## config.mk

```make
export PLATFORM = sky130hd
export DESIGN_NAME = rd_ptr_level
export DESIGN_NICKNAME = d
export VERILOG_FILES = /design/src/rtl/fifo_pkg.sv /design/src/rtl/binary_to_gray.sv /design/src/rtl/gray_to_binary.sv /design/src/rtl/rd_ptr_level.sv
export SDC_FILE = /design/constraint.sdc
export NUM_CORES = 1
export LEC_CHECK = 0
export BUFFER_PORTS_ARGS = -buffer_cell sky130_fd_sc_hd__buf_2
export CAP_MARGIN = 20
export CORE_MARGIN = 8
export CORE_UTILIZATION = 32
export CTS_BUF_LIST = sky130_fd_sc_hd__clkbuf_8 sky130_fd_sc_hd__clkbuf_16
export DETAILED_ROUTE_END_ITERATION = 12
export PLACE_DENSITY = 0.54
export SYNTH_ARGS = -nofsm -noshare
export SYNTH_HDL_FRONTEND = slang
export SYNTH_SLANG_ARGS = --single-unit
export TNS_END_PERCENT = 100
```

## constraint.sdc

```tcl
create_clock -name rd_clk -period 2.24 [get_ports rd_clk]
set_input_delay 0 -clock rd_clk [delete_from_list [all_inputs] [get_ports rd_clk]]
set_output_delay 0 -clock rd_clk [all_outputs]
set_load 0.05 [all_outputs]
```

## src/rtl/fifo_pkg.sv

```systemverilog
// Shared pointer helpers for the asynchronous FIFO: Gray/binary conversion and pointer width.
// Latency: pure functions, no state.
// Backpressure: not applicable.
package fifo_pkg;

    // Widest pointer the helpers handle.
    localparam int GRAY_MAX_W = 32;

    // Pointers carry one extra wrap bit above the memory address.
    function automatic int ptr_width(input int addr_size);
        return addr_size + 1;
    endfunction

    // Both conversions work on a zero-extended GRAY_MAX_W word. Leading zeros
    // map to leading zeros in either direction, so callers of any width up to
    // GRAY_MAX_W cast in and truncate out.
    function automatic logic [GRAY_MAX_W-1:0] bin2gray(input logic [GRAY_MAX_W-1:0] b);
        return b ^ (b >> 1);
    endfunction

    // Prefix XOR from the MSB down, done in log2 doubling steps.
    function automatic logic [GRAY_MAX_W-1:0] gray2bin(input logic [GRAY_MAX_W-1:0] g);
        logic [GRAY_MAX_W-1:0] b;
        b = g;
        for (int s = 1; s < GRAY_MAX_W; s = s * 2) begin
            b = b ^ (b >> s);
        end
        return b;
    endfunction

endpackage

```

## src/rtl/binary_to_gray.sv

```systemverilog
// Binary to Gray code converter, WIDTH bits (WIDTH <= 32).
// Latency: combinational.
// Backpressure: none.
// Ports: i_bin binary input, o_gray Gray output.
module binary_to_gray
    import fifo_pkg::*;
#(
    parameter int WIDTH = 5
) (
    input  logic [WIDTH-1:0] i_bin,
    output logic [WIDTH-1:0] o_gray
);

    assign o_gray = WIDTH'(bin2gray(GRAY_MAX_W'(i_bin)));

endmodule

```

## src/rtl/gray_to_binary.sv

```systemverilog
// Gray to binary code converter, WIDTH bits (WIDTH <= 32).
// Latency: combinational.
// Backpressure: none.
// Ports: i_gray Gray input, o_bin binary output.
module gray_to_binary
    import fifo_pkg::*;
#(
    parameter int WIDTH = 5
) (
    input  logic [WIDTH-1:0] i_gray,
    output logic [WIDTH-1:0] o_bin
);

    assign o_bin = WIDTH'(gray2bin(GRAY_MAX_W'(i_gray)));

endmodule

```

## src/rtl/rd_ptr_level.sv

```systemverilog
// Read-domain pointer/status controller for the async FIFO: read pointers, empty, fill level, almost-empty, underflow.
// Latency: a pop or a synchronised write-pointer change in cycle N shows in every registered output at edge N+1.
// Backpressure: rd_fire = rd_en & ~empty; a pop while empty is dropped (and flagged when underflow is compiled in).
//
// Ports:
//   rd_clk, rd_rst    read clock, asynchronous active-high reset
//   rd_en             pop request
//   rq2_wptr          Gray write pointer, already synchronised into rd_clk
//   uf_clr            clears the sticky underflow flag
//   rd_fire           accepted pop / memory read enable (combinational)
//   rd_ptr            memory read address
//   rd_ptr_gray       registered Gray read pointer, to the write domain
//   empty             registered empty flag
//   almost_empty      registered, level <= AE_THRESH
//   rd_level          registered unread-entry count, 0 .. 2^ADDR_SIZE
//   underflow         sticky rejected-pop flag
// Build option: define RD_UNDERFLOW_EN to compile in the underflow register;
// otherwise underflow is tied low and uf_clr is ignored.
module rd_ptr_level
    import fifo_pkg::*;
#(
    parameter int ADDR_SIZE = 4,
    parameter int AE_THRESH = 2
) (
    input  logic                 rd_clk,
    input  logic                 rd_rst,
    input  logic                 rd_en,
    input  logic [ADDR_SIZE:0]   rq2_wptr,
    input  logic                 uf_clr,
    output logic                 rd_fire,
    output logic [ADDR_SIZE-1:0] rd_ptr,
    output logic [ADDR_SIZE:0]   rd_ptr_gray,
    output logic                 empty,
    output logic                 almost_empty,
    output logic [ADDR_SIZE:0]   rd_level,
    output logic                 underflow
);

    localparam int PW = ptr_width(ADDR_SIZE);

    logic [PW-1:0] r_rbin;
    logic [PW-1:0] r_rgray;
    logic          r_empty;
    logic          r_almost_empty;
    logic [PW-1:0] r_level;

    logic          w_rd_fire;
    logic [PW-1:0] w_rbin_next;
    logic [PW-1:0] w_rgray_next;
    logic [PW-1:0] w_wbin_s;
    logic [PW-1:0] w_level_next;

    assign w_rd_fire   = rd_en & ~r_empty;
    assign w_rbin_next = r_rbin + PW'(w_rd_fire);

    binary_to_gray #(.WIDTH(PW)) u_rgray (
        .i_bin  (w_rbin_next),
        .o_gray (w_rgray_next)
    );

    gray_to_binary #(.WIDTH(PW)) u_wbin (
        .i_gray (rq2_wptr),
        .o_bin  (w_wbin_s)
    );

    // Modular difference stays correct across pointer wrap. Using rbin_next
    // and the current synchronised write pointer lets a same-cycle pop and
    // write advance cancel out.
    assign w_level_next = w_wbin_s - w_rbin_next;

    always_ff @(posedge rd_clk or posedge rd_rst) begin
        if (rd_rst) begin
            r_rbin         <= '0;
            r_rgray        <= '0;
            r_empty        <= 1'b1;
            r_almost_empty <= 1'b1;
            r_level        <= '0;
        end else begin
            r_rbin         <= w_rbin_next;
            r_rgray        <= w_rgray_next;
            r_empty        <= (w_rgray_next == rq2_wptr);
            r_almost_empty <= (w_level_next <= PW'(AE_THRESH));
            r_level        <= w_level_next;
        end
    end

`ifdef RD_UNDERFLOW_EN
    logic r_underflow;

    // A rejected pop takes priority over a clear in the same cycle.
    always_ff @(posedge rd_clk or posedge rd_rst) begin
        if (rd_rst) begin
            r_underflow <= 1'b0;
        end else if (rd_en && r_empty) begin
            r_underflow <= 1'b1;
        end else if (uf_clr) begin
            r_underflow <= 1'b0;
        end
    end

    assign underflow = r_underflow;
`else
    logic w_unused_uf_clr;
    assign w_unused_uf_clr = uf_clr;
    assign underflow       = 1'b0;
`endif

    assign rd_fire      = w_rd_fire;
    assign rd_ptr       = r_rbin[ADDR_SIZE-1:0];
    assign rd_ptr_gray  = r_rgray;
    assign empty        = r_empty;
    assign almost_empty = r_almost_empty;
    assign rd_level     = r_level;

endmodule

```

==> impl_metrics.ini <==
[detailed_routing]
wl_per_cell_um = 13.75
ant_nets = 0
remaining_drc_errors = 0
routed_via_density = 4.516
first_pass_iters = 3
vias = 691
drt-total-wl_um = 2103
drtIter0Drc = 10

[placed_design]
gp_congestion = 0.7432
place_area_sq_um = 1221
dp_hpwl_um = 1607
dp.cells = 148
io_buffers = 24

[logic_synthesis]
ys.flop_type = dfrtp_1
synth.distinct_cells = 29
synth_top_area_frac = 0.3660
synth_nets = 98
syn_inst = 84
ys_ff_latch = 16
syn_area_sq_um = 957.2
synth_edf_count = 0
ys_seq_area_frac = 0.4209
synth_top_area_cell = dfrtp_1
synth_commonest_cells = 14 x dfrtp_1, 14 x xnor2_1, 10 x xor2_1
syn_area_per_cell_sq_um = 11.39
ys_async_sr_fraction = 1.000
yosys-top-cells-area = dfrtp_1 37%, xnor2_1 13%, xor2_1 9.2%
ys.warnings.count = 0

[floorplanning]
dieWidth_um = 70.69
rows = 20
initial_core_util = 0.3242
die_area_sq_um = 4997
core_area_sq_um = 2953
fp.dieH_um = 70.69
io_pins = 27

[worst_setup_path]
cp_top_family = flip-flops
cpMaxStageDelayCell = dfstp_2
cp_slowest_stage_delay_ps = 520
crit_top_cell = a211oi_2
critPathRequiredTime_ps = 2410
critPathKind = reg -> reg
path_cells = and3b_2 > ha_4 > xor3_1 > inv_1 > ha_2 > a211oi_2 > a21oi_1 > nand4bb_1 > a211oi_2
endpoint_kind = flip-flop
cp_max_fo = 3
arrival_ps = 2400
startpoint_type = flip-flop
crit_buf_inv = 1

[timing]
max_freq_mhz = 449.1
hold_ws_ps = 148.7
period_needed_ps = 2227
finalCritPeriodShare = 0.9940
worst_clock_skew_ps = 2.254
hold_viol = 0
finalSetupViolCount = 0
relSlewSlack = 0.5727
tightest_slew_ps = 640.2
rsz0062_at_grt = yes
drv_slew = 0

[worst_hold_path]
hp-class = in -> reg

[global_route]
grt_max_degree = 17
grt_pass1_vias = 767
antenna_found_initial = 0
overflow = 0
grt_usage = 0.09064
grt_pass1_wl_um = 3532

[clock_tree]
cts_buffer_depth = 2
cts_tree = yes
cts_buffers = 3
cts-root-buf = clkbuf_8
clock_sinks = 16
cts.clk_slew.worst_paths_ps = 70
cts_max_level = 1
clock_latency_ps = 250

[flow_run]
drv_cap = 0

[cells_and_area]
synthToLayoutAreaGrowth_pct = 37.12
instances_no_fill = 153
antenna_cells = 0
finalNetCount = 135
layout-drive-gt1-share = 0.4500
final_area_sq_um = 1313

[status]
outcome = complete, no violations
stage by stage:
stage | TNS (ps) | util | setup slack [ps]
floorplan | -259.2 | - | -151.7
global placement | 0 | 0.4136 | 0.7647
detailed placement | 0 | 0.4136 | 1.017
CTS | -0.2465 | 0.4356 | -0.2465
global route | -137.4 | 0.4445 | -136.7
finish | 0 | 0.4445 | 13.39
per-layer routing:
layer	vias to the layer above	wire, um	track usage
met5	-	0	0
met4	0	53	0.06236
met3	4	128	0.02542
met2	16	1014	0.1411
met1	325	907	0.1053
li1	346	-	-
registers in the layout, summed over array words and instances, names as in the netlist:
register      cells
almost_empty      1
rd_ptr_gray       4
rd_level          5
empty             1
r_rbin            5
final timing paths:
kind                                  start        endpoint  slack, ps  depth (start not counted)
worst max-delay path                  empty    almost_empty         10                          9
worst min-delay path            rq2_wptr[2]           empty        150                          4
worst max register to register        empty    almost_empty         10                          9
worst min register to register    r_rbin[0]       r_rbin[0]        550                          1
max in group asynchronous            rd_rst       r_rbin[0]       1420                          3
min in group asynchronous            rd_rst  rd_ptr_gray[2]        380                          3
final cells by class:
cell class / instances / area [sq um]
clock buffer: 4 / 55.05
fill: 308 / 1640
sequential: 16 / 404.1
inverter: 7 / 28.78
tap: 33 / 41.29
multi-input combinational: 59 / 585.6
timing repair buffer: 34 / 197.7
tightest hold or removal path: stages:
cell	delay (ps)
buf_2	120
xnor2_2	80
nand3_1	130
a2111oi_4	80
placed cells by master (no fill, tap or decap), types with 2 or more instances in the layout:
cell type  count
a211oi_2       2
a21oi_1        3
buf_2         24
buf_4          9
clkbuf_8       4
dfrtp_1       13
dfstp_2        2
ha_1           3
inv_1          6
nand2_1        2
nand3_1        3
nor2_1         3
nor3b_1        2
xnor2_1       13
xor2_1         9
logic make-up (layout without fill, tap and decap cells):
kind of cell / count (synthesis) / count (layout) / synth area share
fa+ha+maj: 5 / 5 / 0.06536
buf+inv: 9 / 45 / 0.03921
flops: 16 / 16 / 0.4209
simple gates: 16 / 16 / 0.09805
mux: 1 / 1 / 0.01176
compound gates: 9 / 9 / 0.07058
other cells: 1 / 1 / 0.003918
xor+xnor: 27 / 27 / 0.2902
timing repair:
item,in CTS,in global routing
endpoints found under the hold margin,14,0
endpoints found under the setup margin,1,2
pin swaps,1,0
hold buffers,1,0
buffers inserted,0,0
resized for setup,0,4
Power is not shown: default switching activity piles up to over one toggle a cycle in this logic, so the estimate is an artifact.
